===== config.mk =====
export PLATFORM = sky130hd
export DESIGN_NAME = uart_peripheral
export DESIGN_NICKNAME = d
export VERILOG_FILES = /design/src/rtl/uart_pkg.sv /design/src/rtl/sync_fifo.sv /design/src/rtl/uart_peripheral.sv
export SDC_FILE = /design/constraint.sdc
export NUM_CORES = 1
export LEC_CHECK = 0
export BUFFER_PORTS_ARGS = -buffer_cell sky130_fd_sc_hd__buf_2
export CAP_MARGIN = 5
export CORE_ASPECT_RATIO = 1.75
export CORE_UTILIZATION = 60
export DETAILED_ROUTE_END_ITERATION = 7
export PLACE_DENSITY = 0.77
export SYNTH_ARGS = -nofsm -noshare
export SYNTH_HDL_FRONTEND = slang
export SYNTH_SLANG_ARGS = --single-unit

===== constraint.sdc =====
create_clock -name clk -period 7.3 [get_ports clk]
set_clock_uncertainty 0.2 [all_clocks]
set_input_delay 0.73 -clock clk [delete_from_list [all_inputs] [get_ports clk]]
set_output_delay 0.73 -clock clk [all_outputs]
set_load 0.1 [all_outputs]

===== src/rtl/uart_pkg.sv =====
// Shared definitions for the register-bus UART responder:
// register offsets, STATUS bit positions and FSM state encodings.
package uart_pkg;

    localparam logic [1:0] UART_TX_DATA = 2'd0;
    localparam logic [1:0] UART_RX_DATA = 2'd1;
    localparam logic [1:0] UART_STATUS  = 2'd2;
    localparam logic [1:0] UART_DIVISOR = 2'd3;

    localparam int ST_TX_FULL      = 0;
    localparam int ST_TX_EMPTY     = 1;
    localparam int ST_TX_ACTIVE    = 2;
    localparam int ST_RX_VALID     = 3;
    localparam int ST_RX_OVERRUN   = 4;
    localparam int ST_RX_FRAME_ERR = 5;

    localparam logic [15:0] MIN_DIVISOR = 16'd3;

    typedef enum logic [1:0] {
        TX_IDLE,
        TX_START,
        TX_DATA,
        TX_STOP
    } tx_state_e;

    typedef enum logic [2:0] {
        RX_IDLE,
        RX_START,
        RX_DATA,
        RX_STOP,
        RX_WAIT_HIGH
    } rx_state_e;

endpackage


===== src/rtl/sync_fifo.sv =====
// Single-clock FIFO without bypass; push while full is dropped,
// judged before any same-cycle pop. Pop while empty is ignored.
module sync_fifo #(
    parameter int WIDTH = 8,
    parameter int DEPTH = 8
) (
    input  logic             clk,
    input  logic             reset,
    input  logic             push,
    input  logic [WIDTH-1:0] push_data,
    input  logic             pop,
    output logic [WIDTH-1:0] head,
    output logic             full,
    output logic             empty
);

    localparam int AW = $clog2(DEPTH);

    logic [WIDTH-1:0] mem_q [DEPTH];
    logic [AW:0]      wr_ptr_q;
    logic [AW:0]      wr_ptr_d;
    logic [AW:0]      rd_ptr_q;
    logic [AW:0]      rd_ptr_d;
    logic             do_push;
    logic             do_pop;

    assign empty = (wr_ptr_q == rd_ptr_q);
    assign full  = (wr_ptr_q[AW-1:0] == rd_ptr_q[AW-1:0])
                && (wr_ptr_q[AW] != rd_ptr_q[AW]);
    assign head  = mem_q[rd_ptr_q[AW-1:0]];

    always_comb begin
        do_push  = push && !full;
        do_pop   = pop && !empty;
        wr_ptr_d = wr_ptr_q;
        rd_ptr_d = rd_ptr_q;
        if (do_push) wr_ptr_d = wr_ptr_q + {{AW{1'b0}}, 1'b1};
        if (do_pop)  rd_ptr_d = rd_ptr_q + {{AW{1'b0}}, 1'b1};
    end

    always_ff @(posedge clk or negedge reset) begin
        if (!reset) begin
            wr_ptr_q <= '0;
            rd_ptr_q <= '0;
            for (int i = 0; i < DEPTH; i++) mem_q[i] <= '0;
        end else begin
            wr_ptr_q <= wr_ptr_d;
            rd_ptr_q <= rd_ptr_d;
            if (do_push) mem_q[wr_ptr_q[AW-1:0]] <= push_data;
        end
    end

endmodule


===== src/rtl/uart_peripheral.sv =====
// Register-bus UART responder: four registers at BASE_INDEX,
// buffered 8N1 transmit and receive with a shared bit divisor.
module uart_peripheral
    import uart_pkg::*;
#(
    parameter logic [11:0] BASE_INDEX      = 12'h000,
    parameter int          FIFO_DEPTH      = 8,
    parameter logic [15:0] DEFAULT_DIVISOR = 16'd433
) (
    input  logic        clk,
    input  logic        reset,
    input  logic [11:0] register_index,
    input  logic        register_read,
    input  logic        register_write,
    input  logic [15:0] register_write_value,
    output logic [15:0] register_read_value,
    output logic        uart_tx,
    input  logic        uart_rx
);

    logic        hit;
    logic [1:0]  offset;
    logic        wr_en;
    logic        rd_en;
    logic        tx_push;
    logic        rx_pop;
    logic        status_wr;
    logic        div_wr;

    logic [15:0] divisor_q, divisor_d;
    logic        overrun_q, overrun_d;
    logic        frame_err_q, frame_err_d;
    logic [15:0] read_value_q, read_value_d;
    logic [15:0] status;

    logic        tx_full, tx_empty, tx_pop;
    logic [7:0]  tx_head;
    logic        rx_full, rx_empty, rx_push;
    logic [7:0]  rx_head;

    tx_state_e   tx_state_q, tx_state_d;
    logic [15:0] tx_cnt_q, tx_cnt_d;
    logic [15:0] tx_div_q, tx_div_d;
    logic [2:0]  tx_bit_q, tx_bit_d;
    logic [7:0]  tx_shift_q, tx_shift_d;
    logic        tx_line_q, tx_line_d;

    rx_state_e   rx_state_q, rx_state_d;
    logic [15:0] rx_cnt_q, rx_cnt_d;
    logic [15:0] rx_div_q, rx_div_d;
    logic [2:0]  rx_bit_q, rx_bit_d;
    logic [7:0]  rx_shift_q, rx_shift_d;
    logic        rx_meta_q, rx_sync_q, rx_prev_q;
    logic        overrun_set, frame_set;

    assign hit = (register_index >= BASE_INDEX)
              && (register_index <= BASE_INDEX + 12'd3);
    // In range, the low two bits of the difference are the offset.
    assign offset    = register_index[1:0] - BASE_INDEX[1:0];
    assign wr_en     = register_write && hit;
    assign rd_en     = register_read && hit;
    assign tx_push   = wr_en && (offset == UART_TX_DATA);
    assign rx_pop    = wr_en && (offset == UART_RX_DATA);
    assign status_wr = wr_en && (offset == UART_STATUS);
    assign div_wr    = wr_en && (offset == UART_DIVISOR);

    assign register_read_value = read_value_q;
    assign uart_tx             = tx_line_q;

    sync_fifo #(.WIDTH(8), .DEPTH(FIFO_DEPTH)) u_tx_fifo (
        .clk       (clk),
        .reset     (reset),
        .push      (tx_push),
        .push_data (register_write_value[7:0]),
        .pop       (tx_pop),
        .head      (tx_head),
        .full      (tx_full),
        .empty     (tx_empty)
    );

    sync_fifo #(.WIDTH(8), .DEPTH(FIFO_DEPTH)) u_rx_fifo (
        .clk       (clk),
        .reset     (reset),
        .push      (rx_push),
        .push_data (rx_shift_q),
        .pop       (rx_pop),
        .head      (rx_head),
        .full      (rx_full),
        .empty     (rx_empty)
    );

    always_comb begin
        tx_state_d = tx_state_q;
        tx_cnt_d   = tx_cnt_q;
        tx_div_d   = tx_div_q;
        tx_bit_d   = tx_bit_q;
        tx_shift_d = tx_shift_q;
        tx_pop     = 1'b0;
        unique case (tx_state_q)
            TX_IDLE: begin
                if (!tx_empty) begin
                    tx_pop     = 1'b1;
                    tx_state_d = TX_START;
                    tx_shift_d = tx_head;
                    tx_div_d   = divisor_q;
                    tx_cnt_d   = divisor_q;
                end
            end
            TX_START: begin
                if (tx_cnt_q == 16'd0) begin
                    tx_state_d = TX_DATA;
                    tx_bit_d   = 3'd0;
                    tx_cnt_d   = tx_div_q;
                end else begin
                    tx_cnt_d = tx_cnt_q - 16'd1;
                end
            end
            TX_DATA: begin
                if (tx_cnt_q == 16'd0) begin
                    tx_cnt_d = tx_div_q;
                    if (tx_bit_q == 3'd7) begin
                        tx_state_d = TX_STOP;
                    end else begin
                        tx_bit_d   = tx_bit_q + 3'd1;
                        tx_shift_d = {1'b0, tx_shift_q[7:1]};
                    end
                end else begin
                    tx_cnt_d = tx_cnt_q - 16'd1;
                end
            end
            TX_STOP: begin
                if (tx_cnt_q != 16'd0) begin
                    tx_cnt_d = tx_cnt_q - 16'd1;
                end else if (!tx_empty) begin
                    // Back-to-back frame: no idle bit in between.
                    tx_pop     = 1'b1;
                    tx_state_d = TX_START;
                    tx_shift_d = tx_head;
                    tx_div_d   = divisor_q;
                    tx_cnt_d   = divisor_q;
                end else begin
                    tx_state_d = TX_IDLE;
                end
            end
            default: tx_state_d = TX_IDLE;
        endcase

        unique case (tx_state_d)
            TX_START: tx_line_d = 1'b0;
            TX_DATA:  tx_line_d = tx_shift_d[0];
            default:  tx_line_d = 1'b1;
        endcase
    end

    always_comb begin
        rx_state_d  = rx_state_q;
        rx_cnt_d    = rx_cnt_q;
        rx_div_d    = rx_div_q;
        rx_bit_d    = rx_bit_q;
        rx_shift_d  = rx_shift_q;
        rx_push     = 1'b0;
        overrun_set = 1'b0;
        frame_set   = 1'b0;
        unique case (rx_state_q)
            RX_IDLE: begin
                if (rx_prev_q && !rx_sync_q) begin
                    rx_state_d = RX_START;
                    rx_cnt_d   = divisor_q >> 1;
                    rx_div_d   = divisor_q;
                end
            end
            RX_START: begin
                if (rx_cnt_q != 16'd0) begin
                    rx_cnt_d = rx_cnt_q - 16'd1;
                end else if (rx_sync_q) begin
                    rx_state_d = RX_IDLE;
                end else begin
                    rx_state_d = RX_DATA;
                    rx_bit_d   = 3'd0;
                    rx_cnt_d   = rx_div_q;
                end
            end
            RX_DATA: begin
                if (rx_cnt_q == 16'd0) begin
                    rx_shift_d = {rx_sync_q, rx_shift_q[7:1]};
                    rx_cnt_d   = rx_div_q;
                    if (rx_bit_q == 3'd7) rx_state_d = RX_STOP;
                    else rx_bit_d = rx_bit_q + 3'd1;
                end else begin
                    rx_cnt_d = rx_cnt_q - 16'd1;
                end
            end
            RX_STOP: begin
                if (rx_cnt_q != 16'd0) begin
                    rx_cnt_d = rx_cnt_q - 16'd1;
                end else if (rx_sync_q) begin
                    rx_state_d  = RX_IDLE;
                    rx_push     = !rx_full;
                    overrun_set = rx_full;
                end else begin
                    frame_set  = 1'b1;
                    rx_state_d = RX_WAIT_HIGH;
                end
            end
            RX_WAIT_HIGH: begin
                if (rx_sync_q) rx_state_d = RX_IDLE;
            end
            default: rx_state_d = RX_IDLE;
        endcase
    end

    always_comb begin
        divisor_d = divisor_q;
        if (div_wr) begin
            divisor_d = (register_write_value < MIN_DIVISOR)
                      ? MIN_DIVISOR : register_write_value;
        end

        // A same-cycle set overrides the write-1-to-clear.
        overrun_d   = overrun_q;
        frame_err_d = frame_err_q;
        if (status_wr && register_write_value[ST_RX_OVERRUN])
            overrun_d = 1'b0;
        if (status_wr && register_write_value[ST_RX_FRAME_ERR])
            frame_err_d = 1'b0;
        if (overrun_set) overrun_d = 1'b1;
        if (frame_set) frame_err_d = 1'b1;

        status                  = '0;
        status[ST_TX_FULL]      = tx_full;
        status[ST_TX_EMPTY]     = tx_empty;
        status[ST_TX_ACTIVE]    = (tx_state_q != TX_IDLE);
        status[ST_RX_VALID]     = !rx_empty;
        status[ST_RX_OVERRUN]   = overrun_q;
        status[ST_RX_FRAME_ERR] = frame_err_q;

        read_value_d = 16'h0000;
        if (rd_en) begin
            unique case (1'b1)
                offset == UART_RX_DATA:
                    read_value_d = rx_empty ? 16'h0000
                                 : {1'b1, 7'b0, rx_head};
                offset == UART_STATUS:
                    read_value_d = status;
                offset == UART_DIVISOR:
                    read_value_d = divisor_q;
                default:
                    read_value_d = 16'h0000;
            endcase
        end
    end

    always_ff @(posedge clk or negedge reset) begin
        if (!reset) begin
            divisor_q    <= DEFAULT_DIVISOR;
            overrun_q    <= 1'b0;
            frame_err_q  <= 1'b0;
            read_value_q <= '0;
            tx_state_q   <= TX_IDLE;
            tx_cnt_q     <= '0;
            tx_div_q     <= '0;
            tx_bit_q     <= '0;
            tx_shift_q   <= '0;
            tx_line_q    <= 1'b1;
            rx_state_q   <= RX_IDLE;
            rx_cnt_q     <= '0;
            rx_div_q     <= '0;
            rx_bit_q     <= '0;
            rx_shift_q   <= '0;
            rx_meta_q    <= 1'b1;
            rx_sync_q    <= 1'b1;
            rx_prev_q    <= 1'b1;
        end else begin
            divisor_q    <= divisor_d;
            overrun_q    <= overrun_d;
            frame_err_q  <= frame_err_d;
            read_value_q <= read_value_d;
            tx_state_q   <= tx_state_d;
            tx_cnt_q     <= tx_cnt_d;
            tx_div_q     <= tx_div_d;
            tx_bit_q     <= tx_bit_d;
            tx_shift_q   <= tx_shift_d;
            tx_line_q    <= tx_line_d;
            rx_state_q   <= rx_state_d;
            rx_cnt_q     <= rx_cnt_d;
            rx_div_q     <= rx_div_d;
            rx_bit_q     <= rx_bit_d;
            rx_shift_q   <= rx_shift_d;
            rx_meta_q    <= uart_rx;
            rx_sync_q    <= rx_meta_q;
            rx_prev_q    <= rx_sync_q;
        end
    end

endmodule


==> metrics.md <==
| Metric | Value |
|---|---|
| Outcome | finished, final reports clean |
| Unrepaired setup endpoints after global routing | no |
| Syn_area_per_cell | around 12 sq um |
| Power Dens Cells | 307 nW/um^2 |
| DR DRC count | 0 |
| I/O pin count | 50 |
| Clk network pwr share | 31.3% |
| Vias in the first global route | 9319 |
| H-tree depth | 1 |
| CTS tree | built |
| Synth cell types | 76 |
| Num rows | 72 |
| Pre-CTS WS | ~3.8 ns |
| Global-route wire length before repair | just under 50 mm |
| Most instantiated library cell after synthesis | dfrtp_1 |
| Actual slew at the worst max-slew pin | 1.07 ns |
| Layout Utilization | roughly two thirds |
| Die Y | between 200 and 250 um |
| ANT nets after route | 0 |
| Synthesis Warnings | 0 |
| Setup TNS Final | 0 ns |
| Final setup viols | 0 |
| WHS | approximately 0.039 ns |
| Total track usage | a little over a quarter |
| Critical path's largest stage delay | about 0.93 ns |
| Crit Path Max Fanout | 15 |
| Area grow syn2layout | 9.94% |
| Synthesized instance count | between 1000 and 1500 |
| Clk_lat worst skew | roughly 0.53 ns |
| Layout cell share with drive strength beyond 1 | 33.1% |
| Clk slew on worst S/H paths | ~0.070 ns |
| Sequential area share after synthesis | between 50% and 60% |
| CP Launch Type | register |
| Hold Vio Cnt, Final | 0 |
| Worst VDD drop | slightly above 200 uV |
| Hpwl dp | about 20 mm |
| Worst-path cell chain | inv_1, ha_1, nor4b_1, nand4_2, nor3_2, nand2_1, o211a_1, a211oi_1 |
| Share of the synthesized area in the top cell type | between 40% and 50% |
| Drt via density | 6.22 |
| Clock Sinks | between 200 and 300 |
| Core area | 22100 sq um |
| Initial antenna violation count | 1 |
| N_diodes | 0 |
| Post-synth ARST share | 100% |
| Reg power frac | 39.0% |
| Port Buffers | 49 |
| Max frequency | 313 MHz |
| Synth top area cells | dfrtp_1 49%, mux2_2 16%, mux4_2 5.3%, dfstp_2 1.8%, nor2_1 1.7% |
| Final nets | 1159 |
| Routed length per instance | 21.0 um |
| Crit path time final | 3.19 ns |
| Vias post-DR | about 8900 |
| Min-delay worst type | in2async |
| Critical Path End Type | register |
| Total CTS buffers | 25 |
| Pint | 3.02 mW |
| Remaining Overflow, GRT | 0 |
| Slew margin rel. | 28.2% |
| Synth top cells by count | 264 x dfrtp_1, 194 x mux2_2, 62 x nor2_1 |
| Root buffer cell | clkbuf_16 |
| Worst endpoint required time | about 7.6 ns |
| CP Class | reg2reg |
| Total die area | 23100 sq um |
| DR pass1 iterations | 4 |
| Combinational share of power | between 20 and 30% |
| Die width | roughly 120 um |
| Drt total wl | approximately 30 mm |
| Largest net degree at the start of global routing | roughly 180 |
| Final instance area | 14800 sq um |
| Post-synth top flop | dfrtp_1 |
| Yosys reg bits | roughly 270 |
| Post-CTS Setup Repair Bufs | 0 |
| Placer Congestion | approximately 0.83 |
| Max-cap violations | 0 |
| Net Sw Frac | 33.6% |
| Lkg Pwr | 6.97 nW |
| Largest area contributor in the netlist | dfrtp_1 |
| Post-synth EDFFs | 0 |
| Final Worst Setup Slack | just over 4 ns |
| Reg2Reg Setup Slack | 4.11 ns |
| PostCTS Resize Cnt | 0 |
| P_sw | between 1.5 and 2 mW |
| Cts hold-fix bufs | 0 |
| CP max stage cell | nor3_2 |
| CP arrival | around 3.4 ns |
| Drt initial violations | about 580 |
| Max Slew Vio Count | 0 |
| Max Root-Sink Buffers | 3 |
| Cell Area, Synth | 13500 sq um |
| Initial Util | approximately three fifths |
| Final period utilization | 43.7% |
| Post-synthesis net count | 1138 |
| Area after DPL | between 10000 and 15000 sq um |
-- flip-flops by register name, indices dropped and copies added, names as in the netlist, 2 cells and up --
| signal | count |
|---|---|
| tx_div_q | 16 |
| tx_state_q | 2 |
| rx_state_q | 3 |
| rx_shift_q | 8 |
| tx_bit_q | 3 |
| register_read_value | 16 |
| tx_cnt_q | 16 |
| u_rx_fifo.rd_ptr_q | 4 |
| u_tx_fifo.mem_q | 64 |
| rx_div_q | 16 |
| divisor_q | 16 |
| u_rx_fifo.mem_q | 64 |
| rx_cnt_q | 16 |
| u_tx_fifo.wr_ptr_q | 4 |
| tx_shift_q | 8 |
| rx_bit_q | 3 |
| u_tx_fifo.rd_ptr_q | 4 |
| u_rx_fifo.wr_ptr_q | 4 |
-- cell usage in the layout (no fill, tap or decap), types with 25 or more instances in the layout --
cell type / Yosys / final
o21ai_0: 39 / 39
buf_2: 11 / 48
mux4_2: 32 / 32
a21oi_1: 37 / 37
mux2_2: 194 / 194
nor2_1: 62 / 62
nand2_1: 59 / 59
dfrtp_1: 264 / 264
clkbuf_16: 0 / 25
xnor2_1: 26 / 26
-- power groups by stage --
stage | clock network, mW | logic, mW | registers (mW)
final | 1.42 | 1.35 | 1.78
after global routing | 1.51 | 1.50 | 1.80
after CTS | 1.45 | 1.35 | 1.77
after detailed placement | 0 | 1.34 | 1.80
after global placement | 0 | 1.32 | 1.80
after floorplan | 0 | 1.06 | 1.76
-- through the flow --
step	total power, mW	cells
6_report	4.55	1424
4_1_cts	4.57	1424
5_1_grt	4.80	1424
3_3_place_gp	3.11	1378
3_5_place_dp	3.14	1378
2_1_floorplan	2.82	1088
-- critical path, delay by kind of cell (launching register included) --
family / cells / cell delay (ns)
buf+inv: 1 / 0.13
compound gates: 2 / 0.34
flops: 1 / 0.40
simple gates: 4 / 1.85
fa+ha+maj: 1 / 0.18
-- final cells by class --
class | count | area [sq um]
flip-flops and latches | 273 | 6840
inverters | 17 | 63.8
clock inverters | 9 | 149
fillers | 1609 | 7250
multi-input cells | 729 | 6270
clock buffers | 37 | 751
well taps | 296 | 370
repair buffers | 63 | 373
-- kinds of logic (layout without fill, tap and decap cells) --
kind of cell               Yosys count  after routing  share of synthesized area (%)
DFF                                273            273                           50.7
and+or+nand+nor                    256            256                           11.1
muxes                              245            245                           23.0
AOI/OAI and AO/OA                  172            172                           8.26
buffers and inverters               86            126                           2.77
xor gates and xnor gates            38             38                           2.47
adders and majority gates           18             18                           1.66
-- routing by layer --
layer	up-vias	routed length, um	global-route usage, %
li1	4049	-	-
met1	4527	11800	33.3
met2	210	15900	48.2
met3	65	1100	3.54
met4	2	1120	11.2
met5	-	13	0
-- path summary, 6_finish.rpt --
path	from	endpoint	depth (start not counted)
min reg2reg	rx_meta_q	rx_sync_q	0
min	reset	tx_bit_q[2]	1
min in group clk	uart_rx	rx_meta_q	1
max in group asynchronous	reset	register_read_value[4]	2
max	rx_cnt_q[0]	rx_cnt_q[1]	8
max reg2reg	rx_cnt_q[0]	rx_cnt_q[1]	8
No activity file was read; power rests on OpenSTA's default activity.
